--- src/rtl/asip_modmul_pkg.sv ---
// Shared types and sizes for the execute-stage modular-multiply unit.
package asip_modmul_pkg;

   localparam int MODMUL_N = 32;
   localparam int REG_W    = 5;

   typedef enum logic [1:0] {
      MM_IDLE,
      MM_RUN,
      MM_DONE
   } modmul_state_t;

endpackage

--- src/rtl/ex_modmul_unit_step.sv ---
// One interleaved modmul iteration: R' = reduce(reduce(2R + bit*opb)).
// Inputs must satisfy R < n and opb < n, so two conditional subtractions suffice.
module modmul_step #(
   parameter int N = 32
) (
   input  logic [N+1:0] r_i,
   input  logic [N-1:0] opb_i,
   input  logic [N-1:0] n_i,
   input  logic         bit_i,
   output logic [N+1:0] r_o
);

   logic [N+1:0] n_ext;
   logic [N+1:0] dbl;
   logic [N+1:0] sum;
   logic [N+1:0] red1;

   // 2R + opb < 3n < 2^(N+2), so N+2 bits never overflow
   assign n_ext = {2'b00, n_i};
   assign dbl   = {r_i[N:0], 1'b0};
   assign sum   = bit_i ? (dbl + {2'b00, opb_i}) : dbl;
   assign red1  = (sum >= n_ext) ? (sum - n_ext) : sum;
   assign r_o   = (red1 >= n_ext) ? (red1 - n_ext) : red1;

endmodule

--- src/rtl/ex_modmul_unit.sv ---
// Execute-stage RSA modular multiply: (opa*opb) mod modulus, one opa bit per cycle, MSB first.
// Optional MODMUL_ZERO_SKIP_EN starts at the MSB of opa instead of bit N-1.
module ex_modmul_unit
   import asip_modmul_pkg::*;
#(
   parameter int N     = MODMUL_N,
   parameter int CNT_W = $clog2(N) + 1
) (
   input  logic             clock,
   input  logic             reset,
   input  logic             start,
   input  logic [N-1:0]     opa,
   input  logic [N-1:0]     opb,
   input  logic [N-1:0]     modulus,
   input  logic [REG_W-1:0] rw_in,
   input  logic             wr_en_in,
   output logic             stall,
   output logic             done,
   output logic [N-1:0]     result,
   output logic [REG_W-1:0] rw_out,
   output logic             wr_en_out,
   output logic             div_err
);

   localparam int IDX_W = CNT_W - 1;

   modmul_state_t    state_q;
   logic [N+1:0]     r_q;
   logic [N+1:0]     r_d;
   logic [N-1:0]     opa_q;
   logic [N-1:0]     opb_q;
   logic [N-1:0]     n_q;
   logic [REG_W-1:0] rw_q;
   logic             wr_en_q;
   logic [CNT_W-1:0] idx_q;
   logic             done_q;
   logic [N-1:0]     result_q;
   logic [REG_W-1:0] rw_out_q;
   logic             wr_en_out_q;
   logic             div_err_q;

   logic [CNT_W-1:0] start_idx;
   logic             skip_all;
   logic             div_zero;

`ifdef MODMUL_ZERO_SKIP_EN
   // Priority encoder: highest set bit of opa wins
   always_comb begin
      start_idx = '0;
      for (int i = 0; i < N; i++)
         if (opa[i]) start_idx = CNT_W'(i);
   end
   assign skip_all = (opa == '0);
`else
   assign start_idx = CNT_W'(N - 1);
   assign skip_all  = 1'b0;
`endif

   assign div_zero = (modulus == '0);

   modmul_step #(.N(N)) u_step (
      .r_i   (r_q),
      .opb_i (opb_q),
      .n_i   (n_q),
      .bit_i (opa_q[idx_q[IDX_W-1:0]]),
      .r_o   (r_d)
   );

   always_ff @(posedge clock) begin
      if (!reset) begin
         state_q     <= MM_IDLE;
         r_q         <= '0;
         opa_q       <= '0;
         opb_q       <= '0;
         n_q         <= '0;
         rw_q        <= '0;
         wr_en_q     <= 1'b0;
         idx_q       <= '0;
         done_q      <= 1'b0;
         result_q    <= '0;
         rw_out_q    <= '0;
         wr_en_out_q <= 1'b0;
         div_err_q   <= 1'b0;
      end else begin
         done_q      <= 1'b0;
         wr_en_out_q <= 1'b0;
         case (state_q)
            MM_IDLE, MM_DONE: begin
               if (start) begin
                  opa_q   <= opa;
                  opb_q   <= opb;
                  n_q     <= modulus;
                  rw_q    <= rw_in;
                  wr_en_q <= wr_en_in;
                  r_q     <= '0;
                  idx_q   <= start_idx;
                  // Degenerate ops finish without iterating; a zero modulus suppresses the write
                  if (div_zero || skip_all) begin
                     state_q     <= MM_DONE;
                     done_q      <= 1'b1;
                     result_q    <= '0;
                     rw_out_q    <= rw_in;
                     wr_en_out_q <= wr_en_in && !div_zero;
                     div_err_q   <= div_zero;
                  end else begin
                     state_q <= MM_RUN;
                  end
               end else begin
                  state_q <= MM_IDLE;
               end
            end
            MM_RUN: begin
               r_q   <= r_d;
               idx_q <= idx_q - 1'b1;
               if (idx_q == '0) begin
                  state_q     <= MM_DONE;
                  done_q      <= 1'b1;
                  result_q    <= r_d[N-1:0];
                  rw_out_q    <= rw_q;
                  wr_en_out_q <= wr_en_q;
                  div_err_q   <= 1'b0;
               end
            end
            default: state_q <= MM_IDLE;
         endcase
      end
   end

   // Hold the front end on the issue cycle and for the whole iteration
   assign stall     = (start && (state_q != MM_RUN)) || (state_q == MM_RUN);
   assign done      = done_q;
   assign result    = result_q;
   assign rw_out    = rw_out_q;
   assign wr_en_out = wr_en_out_q;
   assign div_err   = div_err_q;

endmodule

--- config.mk ---
export PLATFORM = sky130hd
export DESIGN_NAME = ex_modmul_unit
export DESIGN_NICKNAME = d
export VERILOG_FILES = /design/src/rtl/asip_modmul_pkg.sv /design/src/rtl/ex_modmul_unit_step.sv /design/src/rtl/ex_modmul_unit.sv
export SDC_FILE = /design/constraint.sdc
export NUM_CORES = 1
export LEC_CHECK = 0
export BUFFER_PORTS_ARGS = -buffer_cell sky130_fd_sc_hd__buf_2
export CAP_MARGIN = 15
export CELL_PAD_IN_SITES_DETAIL_PLACEMENT = 1
export CELL_PAD_IN_SITES_GLOBAL_PLACEMENT = 2
export CORE_UTILIZATION = 31
export DETAILED_ROUTE_END_ITERATION = 8
export HOLD_SLACK_MARGIN = 0.08
export PLACE_DENSITY = 0.75
export SLEW_MARGIN = 20
export SYNTH_ARGS = -nofsm -noshare
export SYNTH_HDL_FRONTEND = slang
export SYNTH_SLANG_ARGS = --single-unit
--- constraint.sdc ---
create_clock -name clock -period 8.1 [get_ports clock]
set_input_delay 1.215 -clock clock [delete_from_list [all_inputs] [get_ports clock]]
set_output_delay 1.215 -clock clock [all_outputs]
set_load 0.05 [all_outputs]
==> reports/results.md, run 1 <==
| Item | This run |
| --- | --- |
| Result of the run | finished clean |
| Slew headroom | 39.1% |
| Compound-cell area share of the yosys netlist | 23.9% |
| Required @ worst endpoint | 8.48 ns |
| Number of synthesized register bits | 183 |
| Leakage power | 6.71 nW |
| Clock transition time at the flip-flop clock pins of the worst setup and hold paths | 0.07 ns |
| Total core area | 40,100 sq um |
| Total area of multi-input combinational cells | 8660 sq um |
| Vertical extent of the die | 204 um |
| Synth-to-Final Area Change | 21.4% |
| Post-synth net total | 1,858 |
| Endpoint type of the worst setup path | register |
| Net count of the finished layout | 2,057 |
| Count of routing violations after the opening detailed-route iteration | 537 |
| Data arrival, critical path | 8.10 ns |
| Later-pin clock latency in the skew report | 0.50 ns |
| Sequential fraction of the synthesis area | 28.9% |
| Main combinational cell family by area after synthesis | compound AO/OA/AOI/OAI gates |
| Effective utilization at floorplan | 31.7% |
| Worst setup path start | r_q[10] |
| Distinct cell type count after synthesis | 76 |
| Post-route clock skew | 0.0208 ns |
| Top post-synthesis cells by area | sky130_fd_sc_hd__dfxtp_1 (29%), sky130_fd_sc_hd__nand2_1 (10%), sky130_fd_sc_hd__ha_1 (9.6%) |
| Post-route total power | 8.16 mW |
| Largest net degree at the start of global routing | 75 |
| H-tree lvl count | 4 |
| DR pass1 iterations | 4 |
| Endpoint of the worst register-to-register path | result[31] |
| Critical Path End | result[31] |
| Vias after detailed routing | 12.5k |
| Dominant register cell in the synthesized netlist | sky130_fd_sc_hd__dfxtp_1 |
| Leading area contributor after synthesis | sky130_fd_sc_hd__dfxtp_1 |
| Path category of the worst min-delay check | register to register |
| Library cell with the highest instance count after synthesis | sky130_fd_sc_hd__nand2_1 |
| Number of global-route vias before repair | 12.6k |
| PwrDens | 529 nW/um^2 |
| Total overflow reported by the global router | 0 |
| Flop2flop setup slack | 0.38 ns |
| Critical Path Fanout Max | 12 |
| TritonCTS buffer count | 17 |
| I/O pin total | 146 |
| Placed wire-length estimate after detailed placement | 36.1 mm |
| Classification of the worst setup path | register to register |
| Total routed wirelength | 45.6 mm |
| Yosys warning total | 0 |
| Post-Synthesis Cell Area | 12,700 sq um |
| Number of synthesized flops with an enable pin | 0 |
| Number of inserted filler cells in the final layout | 4,942 |
| Post-synthesis share of cell area spent on full adders, half adders and majority gates | 10.0% |
| Remaining antenna violation count after routing | 0 |
| Final hold vios | 0 |
| Wire length per cell | 19.1 um |
| Multiplexer area fraction after synthesis | 6.70% |
| Portion of the clock cycle consumed by the worst path in the final layout | 95.3% |
| Final RePlAce weighted congestion | 0.889 |
| Synth Instances | 1,653 |
| Global-route wire length before repair | 71.5 mm |
| Clk buf depth | 2 |
| Worst r2r src | r_q[10] |
| Measured slew at the worst slew-check pin | 0.913 ns |
| GR Util All Layers | 22.3% |
| Clock Sinks | 183 |
| Number of maximum-capacitance constraint violations | 0 |
| Simple-gate area share of the yosys netlist | 20.4% |
| Maximum achievable frequency | 130 MHz |
| Area of all placed cells without fillers | 15,400 sq um |
| Buffers added on ports | 145 |
| Worst stage delay on the critical path | 0.63 ns |
| Mean cell area of the mapped netlist | 7.68 sq um |
| Floorplan die area | 41,800 sq um |
| Placed instance area | 14,600 sq um |
| IR Drop Worst-Case VDD | 0.280 mV |
| Antenna cell count | 0 |
| TritonCTS clock tree | built |
| Worst reg2reg path depth | 32 |
| Top post-synthesis cells by count | sky130_fd_sc_hd__nand2_1 (350), sky130_fd_sc_hd__a21oi_1 (207), sky130_fd_sc_hd__dfxtp_1 (183), sky130_fd_sc_hd__ha_1 (97), sky130_fd_sc_hd__o21ai_0 (85) |
| Root Buffer | sky130_fd_sc_hd__clkbuf_16 |
| Layout Utilization | 38.4% |
| Kind of start point of the critical path | register |
| Share of the synthesized area in the top cell type | 28.9% |
| Count of final max-slew check failures | 0 |
| Standard-cell row count | 73 |
| CP max-delay cell | sky130_fd_sc_hd__or4b_2 |
| Antenna violations before repair | 1 |
| Post-Synth XOR/XNOR Area | 5.66% |
| Post-layout min period | 7.72 ns |
| Fraction of registers with async set/reset | 0% |
| Setup-failing EPs final | 0 |
| Sequential cell area | 3670 sq um |
| Average vias per placed instance | 5.21 |
| Number of remaining DRC errors | 0 |
| Die Span X | 204 um |
| Layout cell share with drive strength beyond 1 | 20.6% |
==> layout make-up <==
type	instances	area share [%]
Timing Repair Buffer	260	10.5
Clock buffer	19	2.94
Sequential cell	183	23.8
Multi-Input combinational cell	1331	56.2
Clock inverter	13	0.852
Tap cell	525	4.26
Inverter	59	1.45
==> what timing repair did <==
| action | CTS | global route |
|---|---|---|
| buffers inserted | 0 | 6 |
| hold buffers | 0 | 0 |
| pin swaps | 0 | 7 |
| cloned | 2 | 0 |
| setup endpoints to repair | 61 | 65 |
| resized for setup | 8 | 35 |
==> registers in the layout, indices dropped and copies added (netlist names) <==
name and flops:
result 32, wr_en_q 1, idx_q 6, div_err 1, opa_q 32, rw_out 5
rw_q 5, n_q 32, wr_en_out 1, opb_q 32, done 1, state_q 2
r_q 33
==> power by group <==
part / leakage, nW / switching [mW] / internal (mW) / total, mW
Sequential: 1.50 / 0.0849 / 1.00 / 1.08
Clock: 0.289 / 0.417 / 0.448 / 0.865
Combinational: 4.92 / 3.35 / 2.86 / 6.21
==> worst max-delay path, delay by kind of cell (launching register included) <==
family	cells	cell delay, ns
xor+xnor	1	0.08
mux	1	0.37
fa+ha+maj	3	0.82
simple gates	9	2.64
buf+inv	3	0.47
compound gates	15	2.85
flops	1	0.34
==> per-stage QoR <==
step | setup slack, ns | setup TNS, ns | hold WS (ns) | instances
final | 0.381 | 0 | 0.453 | 2390
after global routing | -0.0365 | -0.285 | 0.477 | 2390
after CTS | 0.0242 | 0 | 0.457 | 2384
after detailed placement | -0.0811 | -1.01 | 0.443 | 2350
after global placement | 0.128 | 0 | 0.440 | 2350
after floorplan | 0.545 | 0 | 0.432 | 1653
==> cells by family (layout without fill, tap and decap cells) <==
group	count (synthesis)	in the layout
compound gates	499	499
fa+ha+maj	100	100
xor+xnor	82	82
buf+inv	141	351
mux	68	68
simple gates	580	582
flops	183	183
==> placed cells by master, fill, tap and decap left out, drive strengths merged, types with 31 or more instances in the layout <==
cell type / count
a22o: 31
buf: 260
nand2: 350
mux2: 38
dfxtp: 183
inv: 67
a21o: 41
a21oi: 207
xnor2: 52
nor2: 70
ha: 97
o21ai: 114
==> worst min-delay path by stage <==
stage               startpoint         to  slack, ns  cells after the start
floorplan              wr_en_q    wr_en_q       0.43                      2
global placement     rw_out[3]  rw_out[3]       0.44                      2
detailed placement   rw_out[4]  rw_out[4]       0.44                      2
CTS                     n_q[4]     n_q[4]       0.46                      2
global route           rw_q[2]    rw_q[2]       0.48                      2
finish                opa_q[9]   opa_q[9]       0.45                      2
==> layer usage <==
metal | global-route usage [%] | vias up | wire, um
met4 | 6.48 | 2 | 788
met2 | 34.2 | 195 | 19700
met5 | 0 | - | 13
li1 | - | 6255 | -
met1 | 31.6 | 5968 | 23600
met3 | 3.75 | 33 | 1520
Power figures use the tool's default switching activity.
==> run 2, diff against run 1 <==
- BUFFER_PORTS_ARGS: -buffer_cell sky130_fd_sc_hd__buf_2 -> -buffer_cell sky130_fd_sc_hd__buf_4
==> reports/results.md, run 2 (synthesis results as in run 1) <==
| Item | This run | Delta |
| --- | --- | --- |
| Worst r2r src | r_q[0] |  |
| Biggest register | r_q |  |
| Clock power frac | 10.9% | +0.3 points |
| Measured slew at the worst slew-check pin | 0.941 ns | +0.0284 ns |
| Switching power total | 3.79 mW | -1.7% |
| Antenna violations before repair | 0 | -1 |
| Leading cell types in the layout, fill and taps excluded | sky130_fd_sc_hd__nand2_1 (350), sky130_fd_sc_hd__buf_4 (229), sky130_fd_sc_hd__a21oi_1 (199) |  |
| Flop2flop setup slack | 0.39 ns | about the same |
| Largest net degree at the start of global routing | 62 | -17% |
| Hold path cells | 2 | unchanged |
| Flip-flop count of the largest register, all copies and words added | 33 | unchanged |
| Path category of the worst min-delay check | register to register |  |
| Count of routing violations after the opening detailed-route iteration | 458 | -15% |
| DR pass1 iterations | 5 | +1 |
| Internal power summed over all cells | 4.29 mW | -0.59% |
| Standard-cell row count | 73 | unchanged |
| Setup-failing EPs final | 0 | unchanged |
| Endpoint type of the worst setup path | register |  |
| Total routed wirelength | 45.0 mm | -1.2% |
| Post-route clock skew | 0.0132 ns | -0.00767 ns |
| Number of global-route vias before repair | 12.2k | -3.2% |
| Layout cell share with drive strength beyond 1 | 19.3% | -1.2 points |
| Setup repair after global routing missed its margin | true |  |
| Endpoint of the worst hold-timing path | opa_q[25] |  |
| Kind of start point of the critical path | register |  |
| Synth-to-Final Area Change | 22.7% |  |
| Critical Path Fanout Max | 23 | +11 |
| Dpl ws | -0.296 ns | -0.215 ns |
| Slew headroom | 37.1% | -2.0 points |
| Die Span X | 204 um | unchanged |
| Clock transition time at the flip-flop clock pins of the worst setup and hold paths | 0.08 ns | about the same |
| Post-route total power | 8.07 mW | -1.1% |
| Leakage power | 6.67 nW | -0.63% |
| Total overflow reported by the global router | 0 | unchanged |
| Layout Utilization | 38.9% | +0.40 points |
| Vias after detailed routing | 12.3k | -1.0% |
| Final hold vios | 0 | unchanged |
| Total core area | 40,100 sq um | unchanged |
| Classification of the worst setup path | register to register |  |
| Required @ worst endpoint | 8.45 ns | -0.03 ns |
| Endpoint of the worst register-to-register path | r_q[29] |  |
| Instance count after placement with tap cells included | 2,326 | -1.0% |
| H-tree lvl count | 4 | unchanged |
| Worst stage delay on the critical path | 0.62 ns | about the same |
| Post-layout min period | 7.71 ns | -0.00603 ns |
| Root Buffer | sky130_fd_sc_hd__clkbuf_16 |  |
| Buffers added on ports | 145 | unchanged |
| Most frequent standard cell in the layout excluding fill and tap cells | sky130_fd_sc_hd__nand2_1 |  |
| Portion of the clock cycle consumed by the worst path in the final layout | 95.2% | about the same |
| Clock Sinks | 183 | unchanged |
| Worst Hold Slack | 0.457 ns | +0.00344 ns |
| Number of remaining DRC errors | 0 | unchanged |
| IR Drop Worst-Case VDD | 0.289 mV | +3.1% |
| TritonCTS buffer count | 17 | unchanged |
| GR Util All Layers | 21.5% | -0.74 points |
| Remaining antenna violation count after routing | 0 | unchanged |
| Gate power share | 75.6% | -0.5 points |
| I/O pin total | 146 | unchanged |
| Sequential share of power | 13.5% | +0.2 points |
| Wire length per cell | 19.1 um | about the same |
| Worst-case setup margin in the final layout | 0.387 ns | +0.00603 ns |
| Data arrival, critical path | 8.06 ns | -0.04 ns |
| Global-route wire length before repair | 69.6 mm | -2.7% |
| Number of maximum-capacitance constraint violations | 0 | unchanged |
| TritonCTS clock tree | built |  |
| Net count of the finished layout | 2,027 | -1.5% |
| Placed wire-length estimate after detailed placement | 35.8 mm | -0.66% |
| Switching power share of the total | 46.9% | -0.28 points |
| Final RePlAce weighted congestion | 0.916 | +3.0% |
| Worst reg2reg path depth | 33 | +3.1% |
| Hold wc startpoint | opa_q[25] |  |
| Floorplan die area | 41,800 sq um | unchanged |
| Average vias per placed instance | 5.22 | +0.24% |
| Maximum achievable frequency | 130 MHz | about the same |
| PwrDens | 518 nW/um^2 | -2.1% |
| Result of the run | finished clean |  |
| Filler-free cell count of the finished design | 2,360 | -1.3% |
| Clk buf depth | 2 | unchanged |
| Later-pin clock latency in the skew report | 0.46 ns | -0.04 ns |
| CP max-delay cell | sky130_fd_sc_hd__or4b_2 |  |
| Antenna cell count | 0 | unchanged |
| Effective utilization at floorplan | 31.7% | unchanged |
| Vertical extent of the die | 204 um | unchanged |
| Count of final max-slew check failures | 0 | unchanged |
## run 2: power by group through the flow
stage | sequential [mW] | clock [mW] | combinational [mW]
2_1_floorplan | 1.16 | 0 | 4.07
3_3_place_gp | 1.10 | 0 | 5.80
3_5_place_dp | 1.11 | 0 | 5.87
4_1_cts | 1.09 | 0.908 | 5.91
5_1_grt | 1.10 | 0.940 | 6.67
6_report | 1.09 | 0.883 | 6.10
## run 2: timing repair
action,in CTS,in global routing
setup buffers,0,2
endpoints found under the setup margin,65,65
pin swaps,0,7
gates resized for setup,6,39
hold buffers,0,0
## run 2: through the flow
| stage | TNS, ns | area [sq um] |
|---|---|---|
| final | 0 | 15600 |
| after global routing | -0.139 | 15600 |
| after CTS | 0 | 15400 |
| after detailed placement | -11.98 | 14800 |
| after global placement | -5.73 | 14800 |
| after floorplan | 0 | 12700 |
## run 2: metal layers
metal  vias to the layer above  routed length (um)  GRT usage, %
met5                         -                   0             0
met4                         0                 809          6.05
met3                        32                1240          2.68
met2                       171               19300          32.5
met1                      5937               23700          31.7
li1                       6186                   -             -
## run 2: area by class of cell
type | count | area (sq um)
fillers | 4832 | 24500
well taps | 525 | 657
inverters | 59 | 224
repair buffers | 232 | 1780
clock buffers | 19 | 443
multi-input cells | 1329 | 8650
flip-flops and latches | 183 | 3670
clock inverters | 13 | 159
## run 2: worst max-delay path: cells and delay by family (launching register included)
family	cells	cell delay (ns)
muxes	2	0.68
and+or+nand+nor	7	1.66
xor gates and xnor gates	2	0.31
DFF	1	0.34
buffers and inverters	3	0.51
adders and majority gates	4	1.28
AOI/OAI and AO/OA	15	2.82
## run 2: worst max-delay path by stage
stage	cells after the start	endpoint	startpoint	slack [ns]
global placement	32	result[31]	r_q[12]	-0.19
CTS	37	result[25]	r_q[0]	0.003
floorplan	32	r_q[29]	idx_q[0]	0.55
detailed placement	35	result[25]	r_q[12]	-0.30
global route	37	result[27]	r_q[0]	-0.03
finish	33	r_q[29]	r_q[0]	0.39
==> run 3, diff against run 2 <==
- CAP_MARGIN: 15 -> 20
- CORE_UTILIZATION: 31 -> 38
- PLACE_DENSITY: 0.75 -> 0.86
- clock period: 8.1 -> 9.9 ns (I/O delays scaled with it)
==> reports/results.md, run 3 (synthesis results as in run 1) <==
| Item | This run | Delta |
| --- | --- | --- |
| Path category of the worst min-delay check | register to register |  |
| Number of global-route vias before repair | 11.8k | -3.7% |
| Measured slew at the worst slew-check pin | 0.966 ns | +0.0245 ns |
| Kind of start point of the critical path | register |  |
| Sum Neg Setup Slack | 0 ns | unchanged |
| Placed wire-length estimate after detailed placement | 32.7 mm | -8.7% |
| Portion of the clock cycle consumed by the worst path in the final layout | 92.3% | -2.9 points |
| Final hold vios | 0 | unchanged |
| IR Drop Worst-Case VDD | 0.256 mV | -11% |
| TritonCTS buffer count | 17 | unchanged |
| I/O pin total | 146 | unchanged |
| Dpl ws | 0.832 ns | +1.13 ns |
| Setup repair after global routing missed its margin | false |  |
| Number of gates given a new drive strength after cts | 0 | -6 |
| Later-pin clock latency in the skew report | 0.47 ns | about the same |
| Most frequent standard cell in the layout excluding fill and tap cells | sky130_fd_sc_hd__nand2_1 |  |
| Leading cell types in the layout, fill and taps excluded | sky130_fd_sc_hd__nand2_1 (350), sky130_fd_sc_hd__a21oi_1 (207), sky130_fd_sc_hd__dfxtp_1 (183) |  |
| Floorplan die area | 34,100 sq um | -18% |
| Total routed wirelength | 41.7 mm | -7.4% |
| Setup-failing EPs final | 0 | unchanged |
| TritonCTS clock tree | built |  |
| Clock Sinks | 183 | unchanged |
| Clk buf depth | 2 | unchanged |
| PwrDens | 409 nW/um^2 | -21% |
| Result of the run | finished clean |  |
| Count of routing violations after the opening detailed-route iteration | 711 | +55% |
| Required @ worst endpoint | 10.26 ns | +1.81 ns |
| Total area of multi-input combinational cells | 8500 sq um | -1.7% |
| Largest net degree at the start of global routing | 78 | +26% |
| Sequential cell area | 3660 sq um | -0.20% |
| Buffers added on ports | 145 | unchanged |
| Worst stage delay on the critical path | 0.61 ns | about the same |
| Critical Path Fanout Max | 43 | +87% |
| Area of all placed cells without fillers | 14,700 sq um | -5.6% |
| Effective utilization at floorplan | 38.8% | +7.2 points |
| DR pass1 iterations | 6 | +1 |
| Vertical extent of the die | 185 um | -9.6% |
| Synth-to-Final Area Change | 15.8% |  |
| Flip-flop count of the largest register, all copies and words added | 33 | unchanged |
| Global-route wire length before repair | 65.8 mm | -5.5% |
| Count of final max-slew check failures | 0 | unchanged |
| Vias after detailed routing | 12.0k | -2.7% |
| Biggest register | r_q |  |
| Number of inserted filler cells in the final layout | 4,082 | -16% |
| Endpoint type of the worst setup path | register |  |
| Standard-cell row count | 66 | -9.6% |
| Root Buffer | sky130_fd_sc_hd__clkbuf_16 |  |
| Layout cell share with drive strength beyond 1 | 14.2% | -5.2 points |
| Placed instance area | 14,100 sq um | -4.6% |
| Clock transition time at the flip-flop clock pins of the worst setup and hold paths | 0.07 ns | about the same |
| GR Util All Layers | 25.0% | +3.5 points |
| Data arrival, critical path | 9.50 ns | +1.44 ns |
| Remaining antenna violation count after routing | 0 | unchanged |
| Antenna cell count | 0 | unchanged |
| Antenna violations before repair | 0 | unchanged |
| Worst-case setup margin in the final layout | 0.765 ns | +0.378 ns |
| Post-route total power | 6.01 mW | -26% |
| Die Span X | 185 um | -9.6% |
| Number of maximum-capacitance constraint violations | 0 | unchanged |
| Slew headroom | 34.8% | -2.3 points |
| Maximum achievable frequency | 109 MHz | -16% |
| Number of remaining DRC errors | 0 | unchanged |
| CP max-delay cell | sky130_fd_sc_hd__o41ai_1 |  |
| Classification of the worst setup path | register to register |  |
| Total overflow reported by the global router | 0 | unchanged |
| Leakage power | 6.24 nW | -6.4% |
| Post-route clock skew | 0.0101 ns | -0.00307 ns |
| Net count of the finished layout | 1,950 | -3.8% |
| Number of buffers inserted by post-CTS setup repair | 0 | unchanged |
| Average vias per placed instance | 5.45 | +4.4% |
| H-tree lvl count | 4 | unchanged |
| Post-layout min period | 9.13 ns | +1.42 ns |
| Total core area | 32,700 sq um | -18% |
| Wire length per cell | 19.0 um | -0.67% |
| Hold buffer count at CTS | 0 | unchanged |
| Final RePlAce weighted congestion | 0.921 | +0.52% |
| Worst Hold Slack | 0.455 ns | -0.00187 ns |
[run 3: worst max-delay path, delay by kind of cell, from the launching register on]
kind	cells	cell delay [ns]
mux	2	0.64
flops	1	0.34
fa+ha+maj	3	0.97
buf+inv	1	0.45
compound gates	13	3.44
simple gates	12	3.15
[run 3: area by class of cell]
class | count | share of cell area (%)
multi-input combinational | 1329 | 57.8
sequential | 183 | 24.9
timing repair buffer | 155 | 8.00
tap | 442 | 3.76
clock buffer | 17 | 2.89
inverter | 59 | 1.51
clock inverter | 15 | 1.12
[run 3: through the flow]
stage	instances	utilization, %
3_3_place_gp	2168	43.2
3_5_place_dp	2168	43.2
2_1_floorplan	1653	-
5_1_grt	2200	45.0
4_1_cts	2200	45.0
6_report	2200	45.0
[run 3: worst paths after layout]
kind / from / to / slack [ns] / cells after the start
worst max-delay path: r_q[12] / r_q[1] / 0.77 / 31
worst min-delay path: opa_q[16] / opa_q[16] / 0.45 / 2
worst max register to register: r_q[12] / r_q[1] / 0.77 / 31
worst min register to register: opa_q[16] / opa_q[16] / 0.45 / 2
[run 3: metal layers]
| layer | GRT usage (%) | share of wire [%] |
|---|---|---|
| met5 | 0 | 0 |
| met4 | 6.55 | 1.3 |
| met1 | 36.5 | 52 |
| met3 | 3.95 | 3.4 |
| met2 | 37.9 | 43 |
[run 3: report_power, final]
| part | leakage [nW] | switching [mW] | internal, mW |
|---|---|---|---|
| Combinational | 4.46 | 2.56 | 1.87 |
| Clock | 0.283 | 0.320 | 0.376 |
| Sequential | 1.50 | 0.0697 | 0.817 |
